==> src/rtl/sklansky_addsub_pipe.sv <==
// Two-stage add/sub/absdiff/accumulate unit built on Sklansky parallel-prefix
// adders. S1 registers the operand beat, S2 registers the result and flags.
// Both stages and the accumulator move together on a single advance signal.

// Sklansky prefix adder: s = x + y + ci, co = carry out of the top bit.
module sklansky_add #(
    parameter int W = 8
) (
    input  logic [W-1:0] x,
    input  logic [W-1:0] y,
    input  logic         ci,
    output logic [W-1:0] s,
    output logic         co
);
    localparam int L = (W > 1) ? $clog2(W) : 1;

    logic [W-1:0]      p0;
    logic [L:0][W-1:0] gt;
    logic [L:0][W-1:0] pt;

    assign p0 = x ^ y;

    // Prefix tree: at level l every bit with bit l of its index set combines
    // with the top bit of the lower half of its 2^(l+1) group. Carry-in is
    // folded into bit 0 so gt[L][i] is the carry out of bit i.
    always_comb begin
        gt = '0;
        pt = '0;
        gt[0] = x & y;
        pt[0] = p0;
        gt[0][0] = (x[0] & y[0]) | (p0[0] & ci);
        for (int l = 0; l < L; l++) begin
            for (int i = 0; i < W; i++) begin
                if (((i >> l) & 1) == 1) begin
                    gt[l+1][i] = gt[l][i] | (pt[l][i] & gt[l][((i >> l) << l) - 1]);
                    pt[l+1][i] = pt[l][i] & pt[l][((i >> l) << l) - 1];
                end else begin
                    gt[l+1][i] = gt[l][i];
                    pt[l+1][i] = pt[l][i];
                end
            end
        end
    end

    assign s  = p0 ^ {gt[L][W-2:0], ci};
    assign co = gt[L][W-1];
endmodule

module sklansky_addsub_pipe #(
    parameter int WIDTH = 8,
    parameter int ACC_W = 16
) (
    input  logic             clk,
    input  logic             rst,
    input  logic             in_valid,
    output logic             in_ready,
    input  logic [WIDTH-1:0] a,
    input  logic [WIDTH-1:0] b,
    input  logic             cin,
    input  logic [1:0]       op,
    input  logic             acc_clr,
    output logic             out_valid,
    input  logic             out_ready,
    output logic [ACC_W-1:0] sum,
    output logic             cout,
    output logic             ovf,
    output logic             sat
);
    typedef enum logic [1:0] {
        OP_ADD = 2'b00,
        OP_SUB = 2'b01,
        OP_ABS = 2'b10,
        OP_ACC = 2'b11
    } op_e;

    typedef struct packed {
        logic [WIDTH-1:0] a;
        logic [WIDTH-1:0] b;
        logic             cin;
        op_e              op;
        logic             acc_clr;
    } s1_t;

    logic             advance;
    logic             s1_valid;
    s1_t              s1_q;
    logic [ACC_W-1:0] acc;

    // Whole pipe moves only when the output slot is free or being drained.
    assign advance  = !out_valid || out_ready;
    assign in_ready = advance;

    // Main adder: a+b+cin for ADD, a+~b+cin for SUB, a-b for ABS/ACC.
    logic             is_arith;
    logic [WIDTH-1:0] y_main;
    logic             c_main;
    logic [WIDTH-1:0] s_main;
    logic             co_main;

    assign is_arith = (s1_q.op == OP_ADD) || (s1_q.op == OP_SUB);
    assign y_main   = (s1_q.op == OP_ADD) ? s1_q.b : ~s1_q.b;
    assign c_main   = is_arith ? s1_q.cin : 1'b1;

    sklansky_add #(.W(WIDTH)) u_main (
        .x (s1_q.a),
        .y (y_main),
        .ci(c_main),
        .s (s_main),
        .co(co_main)
    );

    // Reverse difference b-a; selected when b >= a to form |a-b|.
    logic [WIDTH-1:0] s_rev;
    logic             co_rev;
    logic [WIDTH-1:0] abs_val;

    sklansky_add #(.W(WIDTH)) u_rev (
        .x (s1_q.b),
        .y (~s1_q.a),
        .ci(1'b1),
        .s (s_rev),
        .co(co_rev)
    );

    assign abs_val = co_rev ? s_rev : s_main;

    // Accumulator adder; carry out means the sum no longer fits and clips.
    logic [ACC_W-1:0] acc_base;
    logic [ACC_W-1:0] abs_ext;
    logic [ACC_W-1:0] acc_sum;
    logic             acc_co;
    logic [ACC_W-1:0] acc_nxt;

    // Zero-extend |a-b| into the accumulator width.
    always_comb begin
        abs_ext = '0;
        abs_ext[WIDTH-1:0] = abs_val;
    end

    assign acc_base = s1_q.acc_clr ? '0 : acc;

    sklansky_add #(.W(ACC_W)) u_acc (
        .x (acc_base),
        .y (abs_ext),
        .ci(1'b0),
        .s (acc_sum),
        .co(acc_co)
    );

    assign acc_nxt = acc_co ? '1 : acc_sum;

    // Result and flag selection for the beat sitting in S1.
    logic [ACC_W-1:0] res;
    logic             res_ovf;
    logic             res_sat;

    always_comb begin
        res     = '0;
        res_ovf = 1'b0;
        res_sat = 1'b0;
        case (s1_q.op)
            OP_ADD: begin
                res[WIDTH:0] = {co_main, s_main};
                res_ovf = (s1_q.a[WIDTH-1] == y_main[WIDTH-1]) &&
                          (s_main[WIDTH-1] != s1_q.a[WIDTH-1]);
            end
            OP_SUB: begin
                res[WIDTH-1:0] = s_main;
                res_ovf = (s1_q.a[WIDTH-1] == y_main[WIDTH-1]) &&
                          (s_main[WIDTH-1] != s1_q.a[WIDTH-1]);
            end
            OP_ABS: res[WIDTH-1:0] = abs_val;
            OP_ACC: begin
                res     = acc_nxt;
                res_sat = acc_co;
            end
            default: ;
        endcase
    end

    // S1: capture an accepted beat, or a bubble when advancing without one.
    always_ff @(posedge clk) begin
        if (rst) begin
            s1_valid <= 1'b0;
            s1_q     <= '0;
        end else if (advance) begin
            s1_valid <= in_valid;
            if (in_valid)
                s1_q <= '{a: a, b: b, cin: cin, op: op_e'(op), acc_clr: acc_clr};
        end
    end

    // S2 and accumulator: ACCUM beats write acc as they enter S2, so the
    // next beat in S1 always sees the freshly written value.
    always_ff @(posedge clk) begin
        if (rst) begin
            out_valid <= 1'b0;
            sum       <= '0;
            cout      <= 1'b0;
            ovf       <= 1'b0;
            sat       <= 1'b0;
            acc       <= '0;
        end else if (advance) begin
            out_valid <= s1_valid;
            if (s1_valid) begin
                sum  <= res;
                cout <= co_main;
                ovf  <= res_ovf;
                sat  <= res_sat;
                if (s1_q.op == OP_ACC)
                    acc <= acc_nxt;
            end
        end
    end
endmodule

==> config.mk <==
export PLATFORM = sky130hd
export DESIGN_NAME = sklansky_addsub_pipe
export DESIGN_NICKNAME = d
export VERILOG_FILES = /design/src/rtl/sklansky_addsub_pipe.sv
export SDC_FILE = /design/constraint.sdc
export NUM_CORES = 1
export LEC_CHECK = 0
export BUFFER_PORTS_ARGS = -buffer_cell sky130_fd_sc_hd__buf_4
export CORE_AREA = 3 3 86 88
export CTS_BUF_LIST = sky130_fd_sc_hd__clkbuf_8
export DETAILED_ROUTE_END_ITERATION = 6
export DIE_AREA = 0 0 89 91
export PLACE_DENSITY = 0.76
export SETUP_SLACK_MARGIN = 0.15
export SYNTH_ARGS = -nofsm -noshare
export SYNTH_HDL_FRONTEND = slang
export SYNTH_SLANG_ARGS = --single-unit
export TNS_END_PERCENT = 10
==> constraint.sdc <==
create_clock -name clk -period 5.3 [get_ports clk]
set_input_delay 0.795 -clock clk [delete_from_list [all_inputs] [get_ports clk]]
set_output_delay 0.795 -clock clk [all_outputs]
set_load 0.1 [all_outputs]
==> results of run 1 <==
==> cells by family after synthesis <==
group | after synthesis | share of synthesized area, %
AND/OR/NAND/NOR | 184 | 23.6
multiplexers | 5 | 1.58
flip-flops | 57 | 31.3
buffers and inverters | 50 | 5.28
XOR/XNOR | 23 | 5.52
AO/OA/AOI/OAI | 108 | 18.7
adder cells (fa/ha/maj) | 35 | 14.1
==> cells in the mapped netlist (all sizes together), types with 4 or more instances <==
cell type | count | area, µm²
nand2 | 77 | 289
dfxtp | 57 | 1140
a21oi | 48 | 244
nor2 | 36 | 138
ha | 25 | 313
inv | 25 | 93.8
clkbuf | 19 | 71.3
nor3 | 17 | 85.1
xnor2 | 17 | 149
o21ai | 15 | 75.1
nor2b | 11 | 68.8
fa | 10 | 200
nand3 | 9 | 45.0
nand2b | 8 | 50.1
a31oi | 7 | 43.8
buf | 6 | 27.5
xor2 | 6 | 52.6
a211oi | 5 | 37.5
a21o | 5 | 37.5
o211ai | 5 | 42.5
a41oi | 4 | 35.0
and2 | 4 | 25.0
nor4 | 4 | 25.0
or2 | 4 | 25.0
==> layout make-up <==
type / count / share of cell area, %
flip-flops and latches: 57 / 27.1
inverters: 25 / 2.23
clock buffers: 9 / 2.95
well taps: 80 / 2.38
repair buffers: 47 / 8.39
clock inverters: 7 / 1.70
multi-input cells: 355 / 55.2
==> final timing paths <==
check / to / slack, ps
worst max register to register: sum[9] / 590
worst min register to register: sum[15] / 460
worst min-delay path: sum[15] / 460
worst max-delay path: sum[9] / 590
==> sequential cells by signal, summed over array words and instances, names as in the netlist <==
| register | cells |
|---|---|
| s1_q | 20 |
| acc | 16 |
| sum | 16 |
| cout | 1 |
| out_valid | 1 |
| ovf | 1 |
| s1_valid | 1 |
| sat | 1 |
==> worst max-delay path, stage by stage, from the launching register on <==
cell and delay, ps:
dfxtp_1 380, inv_1 80, ha_1 210, buf_4 190
xnor2_1 150, fa_1 360, inv_1 80, fa_1 210
nand2b_1 150, nand2b_1 70, a21o_1 190, fa_1 400
xnor2_1 210, mux2i_1 140, ha_1 360, a21oi_1 200
o21ai_0 160, a21o_1 230, nand2_1 70, nand2_1 50
ha_1 210, xnor2_1 120, o21ai_0 260, a21oi_1 100
==> layer usage <==
metal / global-route usage, % / routed length (µm) / part of all wire [%] / up-vias
met5: 0 / 0 / 0 / -
met4: 7.94 / 138 / 1.6 / 0
met3: 3.54 / 458 / 5.2 / 15
met2: 32.8 / 3910 / 45 / 89
met1: 33.3 / 4220 / 48 / 1556
li1: - / - / - / 1670
==> what timing repair did <==
item / 4_1_cts / 5_1_grt
hold buffers: 0 / 0
setup buffers: 0 / 1
resized for setup: 0 / 1
endpoints found under the setup margin: 0 / 17
==> metrics by stage <==
stage               utilization [%]  area [µm²]  power [mW]
floorplan                         -        3650       0.754
global placement               59.5        4000       0.835
detailed placement             59.5        4000       0.842
CTS                            62.4        4190        1.24
global route                   62.6        4200        1.30
finish                         62.6        4200        1.24
==> power by group through the flow <==
stage	Sequential (mW)	Combinational, mW	Clock (mW)
floorplan	0.513	0.241	0
global placement	0.472	0.363	0
detailed placement	0.473	0.370	0
CTS	0.463	0.373	0.406
global route	0.466	0.410	0.425
finish	0.463	0.373	0.402
==> run_results.csv, run 1 <==
group,metric,value,unit
synth,synth-async-reset-ratio,0,%
critical_path,cp_max_fo,9,
synth,synthesis.area_per_instance,7.90,µm²
global_route,initial_antenna_violation_count,0,
min_path,whs_path_depth,2,
floorplan,die_h,91,µm
synth,postSynthNetCount,521,
synth,synth_seq_area_share,31.3,%
sta,period_needed,4710,ps
floorplan,x_dimension_of_the_die,89,µm
clock_network,clk-insertion-delay-late,340,ps
layout,commonest_non_fill_non_tap_cells_in_the_layout,"nand2_1, dfxtp_1, a21oi_1, buf_4, nor2_1",
sta,worstMarginPinSlew,694,ps
critical_path,setup.worst_path.start,"s1_q[1]",
detailed_routing,first_pass_iters,5,
sta,fmax,212,MHz
critical_path,end_kind,"flip-flop",
power,p_sw,433,µW
clock_network,cts_htree_levels,3,
outcome,outcome,"completed",
synth,ys.warnings.count,0,
layout,layout.cells.non_filler,580,
layout,register_area,1140,µm²
detailed_routing,drt_wl_total,8.73,mm
critical_path,worst_r2r_path_depth,23,
sta,maxSlewViolCount,0,
layout,flow.area_growth_from_synthesis,15.2,%
layout,filler_cells_inserted,611,
critical_path,worst-endpoint-arrival,4910,ps
clock_network,cts-root-buf,"clkbuf_8",
synth,post_synth_inst_count,462,
detailed_routing,post_drt_via_cell_ratio,5.74,
detailed_routing,drt_iter0_drc,234,
job,timing.max_cap.violations,0,
sta,setup_viol,0,
power,leakage_power_total,1.75,nW
power,switching_share,35.0,%
layout,antenna-diode-count,0,
floorplan,start_util,54.3,%
min_path,timing.hold.worst.class,"flip-flop to flip-flop",
sta,final_min_period_over_clock_period,88.9,%
clock_network,cts_tree,"yes",
critical_path,worstSetupPathType,"flip-flop to flip-flop",
clock_network,clockBufferDepth,2,
placed_design,hpwl,6.42,mm
layout,multiInputGateArea,2320,µm²
global_route,grt_overflow,0,
floorplan,ioPinCount,45,
floorplan,std_cell_rows,30,
placed_design,place_ws,425,ps
power,power.combinational.fraction,30.1,%
synth,synthDistinctLibCells,52,
power,pwr_density_cell,295,nW/µm²
clock_network,clock-sinks,57,
power,power_frac_clock,32.5,%
min_path,worst_hold_startpoint,"sum[15]",
floorplan,core-area,6720,µm²
sta,worst_hold_slack,456,ps
global_route,maximum_number_of_pins_on_one_net_before_global_route_repair,62,
detailed_routing,routed_wire_length_per_instance,15.1,µm
synth,mappedNetlistArea,3650,µm²
power,vdd.ir_drop.worst,0.000221,V
sta,worst_slack,589,ps
clock_network,clkSlewWorstSetupHoldPaths,70,ps
layout,fin_nets,554,
placed_design,dp_cells,563,
detailed_routing,routed-via-count,3330,
sta,clock_skew,12.0,ps
sta,grt_setup_unrepaired,"false",
global_route,grt_usage,22.5,%
power,int_pwr,805,µW
global_route,grt_first_pass_wirelength,14.3,mm
placed_design,io_buffer_count,44,
critical_path,cp_data_required_time,5500,ps
critical_path,rr_startpoint,"s1_q[1]",
floorplan,die_area,8100,µm²
sta,worst_slew_margin_rel,53.6,%
sta,finalSetupTns,0,ps
sta,final_hold_viol_count,0,
placed_design,place.gp.congestion,0.909,
synth,dominantRegCellSynth,"dfxtp_1",
power,power.sequential.fraction,37.4,%
detailed_routing,drc_errors,0,
layout,final_common_cell,"nand2_1",
synth,number_of_synthesized_flops_with_an_enable_pin,0,
clock_network,cts_made_buffers,9,
critical_path,critPathLaunchType,"flip-flop",
layout,share_of_layout_cells_above_drive_strength_1,14.6,%
detailed_routing,detail-route-antenna-nets,0,
global_route,grt_pass1_vias,3024,
synth,seq_cells_post_synth,57,
Power figures use the tool's default switching activity.
==> run 2, diff against run 1 <==
--- a/config.mk
+++ b/config.mk
@@ -10,7 +10,7 @@
 export CTS_BUF_LIST = sky130_fd_sc_hd__clkbuf_8
 export DETAILED_ROUTE_END_ITERATION = 6
 export DIE_AREA = 0 0 89 91
-export PLACE_DENSITY = 0.76
+export PLACE_DENSITY = 0.75
 export SETUP_SLACK_MARGIN = 0.15
 export SYNTH_ARGS = -nofsm -noshare
 export SYNTH_HDL_FRONTEND = slang
==> run 2 against run 1 <==
Clock skew down 2.8 ps. Power up 6.5%. Utilization is 0.45 points higher. Worst hold slack improved by 1.3 ps. Combinational power rose by 3%. Global-route usage increased by 1.1 points. Critical path depth did not move. Sequential cell count stayed put. Critical endpoint is now acc[9]. Fmax decreased by 1.9%.
==> run_results.csv, run 2 (synthesis gave the netlist of run 1 again) <==
group,metric,value,unit
critical_path,cp_slowest_stage_delay,400,ps
layout,antenna-diode-count,0,
clock_network,cts_made_buffers,9,
min_path,timing.hold.worst.class,"flip-flop to flip-flop",
power,vdd.ir_drop.worst,0.000194,V
clock_network,clockBufferDepth,2,
layout,final_common_cell,"nand2_1",
sta,worst_hold_slack,458,ps
sta,maxSlewViolCount,0,
critical_path,worst_r2r_path_depth,23,
outcome,outcome,"completed",
power,total_power,1.32,mW
layout,largest-register,"s1_q",
global_route,global_route.peak_usage_layer,"met1",
detailed_routing,drc_errors,0,
critical_path,crit-reg2reg-capture,"acc[9]",
detailed_routing,post_drt_via_cell_ratio,5.80,
clock_network,cts_tree,"yes",
detailed_routing,drt_wl_total,9.13,mm
power,pwr_density_cell,312,nW/µm²
power,leakage_power_total,1.77,nW
global_route,initial_antenna_violation_count,0,
floorplan,ioPinCount,45,
floorplan,die_h,91,µm
job,timing.max_cap.violations,0,
clock_network,cts_htree_levels,3,
floorplan,die_area,8100,µm²
layout,final_core_util,63.0,%
critical_path,worstPathCellList,"inv_1 > ha_1 > buf_4 > xnor2_1 > fa_1 > inv_1 > fa_1 > nand2b_1 > nand2b_1 > a21o_1 > fa_1 > xnor2_1 > mux2i_1 > ha_1 > a21oi_1 > o21ai_0 > a21o_1 > nand2_1 > nand2_1 > ha_1 > xnor2_1 > o21ai_0 > a21oi_1",
detailed_routing,routed-via-count,3361,
sta,final_hold_viol_count,0,
layout,flow.area_growth_from_synthesis,16.0,%
placed_design,hpwl,6.76,mm
layout,share_of_layout_cells_above_drive_strength_1,14.6,%
global_route,gr-usage-met2,32.7,%
clock_network,clock-sinks,57,
global_route,grt.met1_usage,35.3,%
floorplan,x_dimension_of_the_die,89,µm
sta,fmax,208,MHz
sta,clock_skew,9.16,ps
min_path,worst_hold_startpoint,"sum[11]",
critical_path,worstSetupPathType,"flip-flop to flip-flop",
detailed_routing,drt_iter0_drc,249,
sta,setup_viol,0,
critical_path,worst-endpoint-arrival,5000,ps
global_route,grt_overflow,0,
min_path,timing.hold.worst_endpoint,"sum[11]",
detailed_routing,detail-route-antenna-nets,0,
global_route,grt_first_pass_wirelength,14.9,mm
sta,grt_setup_unrepaired,"true",
sta,final_min_period_over_clock_period,90.6,%
global_route,grt_usage,23.6,%
sta,worst_slew_margin_rel,53.8,%
critical_path,cp_data_required_time,5500,ps
layout,fin_nets,553,
placed_design,io_buffer_count,44,
clock_network,holdBufCountCts,0,
detailed_routing,routed_wire_length_per_instance,15.8,µm
critical_path,critical-path-slowest-cell,"fa_1",
floorplan,start_util,54.3,%
clock_network,clkSlewWorstSetupHoldPaths,70,ps
critical_path,end_kind,"flip-flop",
placed_design,place.gp.congestion,0.962,
detailed_routing,first_pass_iters,6,
global_route,maximum_number_of_pins_on_one_net_before_global_route_repair,62,
clock_network,cts-root-buf,"clkbuf_8",
layout,register_area,1140,µm²
sta,worstMarginPinSlew,691,ps
critical_path,rr_startpoint,"s1_q[1]",
critical_path,rrSetupSlack,500,ps
floorplan,std_cell_rows,30,
min_path,whs_path_depth,2,
critical_path,cp_max_fo,9,
global_route,groute.layer.met3.usage,5.08,%
sta,period_needed,4800,ps
layout,largest_registers,"s1_q x20, acc x16, sum x16",
sta,finalSetupTns,0,ps
layout,flip_flop_count_of_the_largest_register_after_layout,20,
clock_network,clk-insertion-delay-late,340,ps
critical_path,critPathLaunchType,"flip-flop",
floorplan,core-area,6720,µm²
layout,filler_cells_inserted,586,
layout,commonest_non_fill_non_tap_cells_in_the_layout,"nand2_1, dfxtp_1, a21oi_1, buf_4, nor2_1",
global_route,grt_pass1_vias,3095,
layout,multiInputGateArea,2320,µm²
[run 2: how the worst max path moves through the flow]
stage               endpoint  startpoint  cells past startpoint  slack (ps)
global route          acc[9]     s1_q[1]                     23         140
detailed placement    sum[7]     s1_q[1]                     20         420
global placement      sum[9]     s1_q[1]                     20         680
CTS                   sum[7]     s1_q[1]                     20         410
finish                acc[9]     s1_q[1]                     23         500
floorplan             sum[9]     s1_q[1]                     24         650
[run 2: worst max-delay path, delay by kind of cell (launching register included)]
family	cells	cell delay, ps
AOI/OAI and AO/OA	6	1200
xor gates and xnor gates	3	480
adders and majority gates	6	1770
buffers and inverters	3	330
DFF	1	370
muxes	1	140
and+or+nand+nor	4	370
[run 2: metrics by stage]
| step | instance area (µm²) | setup WS [ps] | instances |
|---|---|---|---|
| after global routing | 4230 | 136 | 579 |
| after CTS | 4220 | 412 | 578 |
| final | 4230 | 497 | 579 |
| after floorplan | 3650 | 646 | 462 |
| after global placement | 3990 | 685 | 562 |
| after detailed placement | 3990 | 425 | 562 |
[run 2: per-layer routing]
| metal | vias to the layer above | share of wire, % |
|---|---|---|
| met5 | - | 0 |
| met4 | 0 | 2.6 |
| met3 | 19 | 5.5 |
| met2 | 117 | 44 |
| met1 | 1563 | 48 |
| li1 | 1662 | - |
[run 2: area by class of cell]
| class | instances | area share [%] |
|---|---|---|
| inverters | 25 | 2.22 |
| multi-input cells | 355 | 54.9 |
| clock inverters | 5 | 1.83 |
| flip-flops and latches | 57 | 27.0 |
| repair buffers | 46 | 8.16 |
| clock buffers | 11 | 3.58 |
| well taps | 80 | 2.36 |
[run 2: power breakdown]
part | internal, mW | switching (mW) | leakage [nW]
combinational | 0.143 | 0.243 | 1.18
clock | 0.290 | 0.181 | 0.121
sequential | 0.445 | 0.0173 | 0.464
total | 0.878 | 0.441 | 1.77
[run 2: what timing repair did]
action                                  4_1_cts  5_1_grt
setup buffers                                 0        1
endpoints found under the setup margin        0       16
resized for setup                             0        2
endpoints found under the hold margin         0        0
==> run 3, diff against run 2 <==
--- a/config.mk
+++ b/config.mk
@@ -5,12 +5,12 @@
 export SDC_FILE = /design/constraint.sdc
 export NUM_CORES = 1
 export LEC_CHECK = 0
-export BUFFER_PORTS_ARGS = -buffer_cell sky130_fd_sc_hd__buf_4
-export CORE_AREA = 3 3 86 88
+export CORE_AREA = 2 2 85 87
 export CTS_BUF_LIST = sky130_fd_sc_hd__clkbuf_8
 export DETAILED_ROUTE_END_ITERATION = 6
-export DIE_AREA = 0 0 89 91
-export PLACE_DENSITY = 0.75
+export DIE_AREA = 0 0 87 89
+export DONT_BUFFER_PORTS = 1
+export PLACE_DENSITY = 0.69
 export SETUP_SLACK_MARGIN = 0.15
 export SYNTH_ARGS = -nofsm -noshare
 export SYNTH_HDL_FRONTEND = slang
==> run 3 against run 2 <==
Clock skew up 0.82 ps. Combinational power fell by 23%. Utilization fell by 5.3 points. Sequential cell count is the same. Sequential share of layout area is 2.5 points higher. Critical path depth fell by 1. Count of clock-buffer cells in the layout unchanged. Highest routed layer unchanged. Routed wire length decreased by 6.6%. Clock power is 13% lower. Die area fell by 4.4%. Cell count shrank 7.4%.
==> run_results.csv, run 3 (synthesis gave the netlist of run 1 again) <==
group,metric,value,unit
outcome,outcome,"completed",
clock_network,cts_htree_levels,3,
sta,worst_hold_slack,466,ps
min_path,timing.hold.worst.class,"flip-flop to flip-flop",
global_route,initial_antenna_violation_count,0,
sta,worstMarginPinSlew,1050,ps
layout,flow.area_growth_from_synthesis,6.31,%
critical_path,cp_max_fo,9,
clock_network,clk-insertion-delay-late,340,ps
detailed_routing,routed_wire_length_per_instance,15.9,µm
detailed_routing,routed-via-count,3129,
sta,final_hold_viol_count,0,
global_route,grt_overflow,0,
layout,register_area,1140,µm²
detailed_routing,drt_wl_total,8.53,mm
power,leakage_power_total,1.54,nW
layout,commonest_non_fill_non_tap_cells_in_the_layout,"nand2_1, dfxtp_1, a21oi_1",
layout,filler_cells_inserted,628,
layout,multiInputGateArea,2320,µm²
detailed_routing,detail-route-antenna-nets,0,
floorplan,die_area,7740,µm²
sta,clock_skew,9.98,ps
critical_path,cp_data_required_time,5550,ps
clock_network,cts_tree,"yes",
floorplan,core-area,6720,µm²
detailed_routing,post_drt_via_cell_ratio,5.84,
sta,setup_viol,0,
sta,maxSlewViolCount,0,
detailed_routing,first_pass_iters,4,
global_route,grt_usage,24.4,%
clock_network,cts_made_buffers,9,
clock_network,clock-sinks,57,
global_route,grt_pass1_vias,3042,
critical_path,end_kind,"flip-flop",
placed_design,hpwl,6.35,mm
sta,grt_setup_unrepaired,"false",
layout,largest_registers,"s1_q x20, acc x16, sum x16",
sta,final_min_period_over_clock_period,88.6,%
critical_path,worst-endpoint-arrival,4950,ps
critical_path,critPathLaunchType,"flip-flop",
clock_network,cts-root-buf,"clkbuf_8",
floorplan,std_cell_rows,30,
global_route,maximum_number_of_pins_on_one_net_before_global_route_repair,62,
layout,antenna-diode-count,0,
sta,period_needed,4700,ps
sta,worst_slack,604,ps
floorplan,die_h,89,µm
global_route,grt_first_pass_wirelength,14.6,mm
power,pwr_density_cell,313,nW/µm²
critical_path,worstSetupPathType,"flip-flop to flip-flop",
placed_design,place.gp.congestion,0.912,
placed_design,io_buffer_count,0,
critical_path,rrSetupSlack,600,ps
sta,worst_slew_margin_rel,29.8,%
detailed_routing,drc_errors,0,
job,timing.max_cap.violations,0,
clock_network,clockBufferDepth,2,
layout,fin_nets,511,
placed_design,place_ws,512,ps
power,vdd.ir_drop.worst,0.000214,V
layout,final_common_cell,"nand2_1",
layout,largest-register,"s1_q",
detailed_routing,drt_iter0_drc,151,
floorplan,ioPinCount,45,
sta,fmax,213,MHz
clock_network,holdBufCountCts,0,
floorplan,start_util,54.3,%
layout,flip_flop_count_of_the_largest_register_after_layout,20,
layout,share_of_layout_cells_above_drive_strength_1,6.58,%
clock_network,clkSlewWorstSetupHoldPaths,60,ps
sta,finalSetupTns,0,ps
floorplan,x_dimension_of_the_die,87,µm
run 3: cell type report:
type | instances | area share [%]
Multi-Input combinational cell | 355 | 59.8
Sequential cell | 57 | 29.4
Clock buffer | 11 | 3.90
Tap cell | 80 | 2.58
Inverter | 25 | 2.42
Clock inverter | 4 | 1.13
Timing Repair Buffer | 4 | 0.774
run 3: worst paths after layout:
check | from | to | cells past startpoint
setup / recovery | s1_q[1] | sum[0] | 22
hold / removal | s1_q[3] | s1_q[3] | 2
setup reg to reg | s1_q[1] | sum[0] | 22
hold reg to reg | s1_q[3] | s1_q[3] | 2
run 3: what timing repair did:
action | 4_1_cts | 5_1_grt
setup buffers | 0 | 1
setup endpoints to repair | 0 | 9
gates resized for setup | 0 | 1
run 3: routing by layer:
layer  up-vias  global-route usage [%]  routed length, µm  part of all wire [%]
met4         0                    7.10                124                   1.5
met5         -                       0                  0                     0
met3         8                    7.11                467                   5.5
li1       1579                       -                  -                     -
met2        66                    38.0               3840                    45
met1      1476                    33.0               4100                    48
run 3: worst max-delay path, cell delays in order (launching register included):
cell      delay [ps]
dfxtp_1          370
inv_1             80
ha_1             210
buf_4            180
xnor2_1          150
fa_1             370
inv_1             80
fa_1             230
nand2b_1         140
nand2b_1          60
a21o_1           190
fa_1             400
xnor2_1          220
mux2i_1          130
ha_1             370
o211ai_1         120
o211ai_1         190
buf_4            170
nand2_1           70
nor2_2           280
buf_4            220
o21ai_0           80
a311oi_1         270
run 3: where the power goes:
group	leakage [nW]	switching [mW]	internal (mW)
Combinational	0.972	0.172	0.125
Sequential	0.464	0.0661	0.445
Clock	0.106	0.171	0.237
run 3: per-stage QoR:
stage / cell area [µm²] / total power, mW / util (%) / instances
after floorplan: 3650 / 0.754 / - / 462
after global placement: 3670 / 0.808 / 54.7 / 520
after detailed placement: 3670 / 0.815 / 54.7 / 520
after CTS: 3870 / 1.22 / 57.6 / 535
after global routing: 3880 / 1.28 / 57.7 / 536
final: 3880 / 1.22 / 57.7 / 536
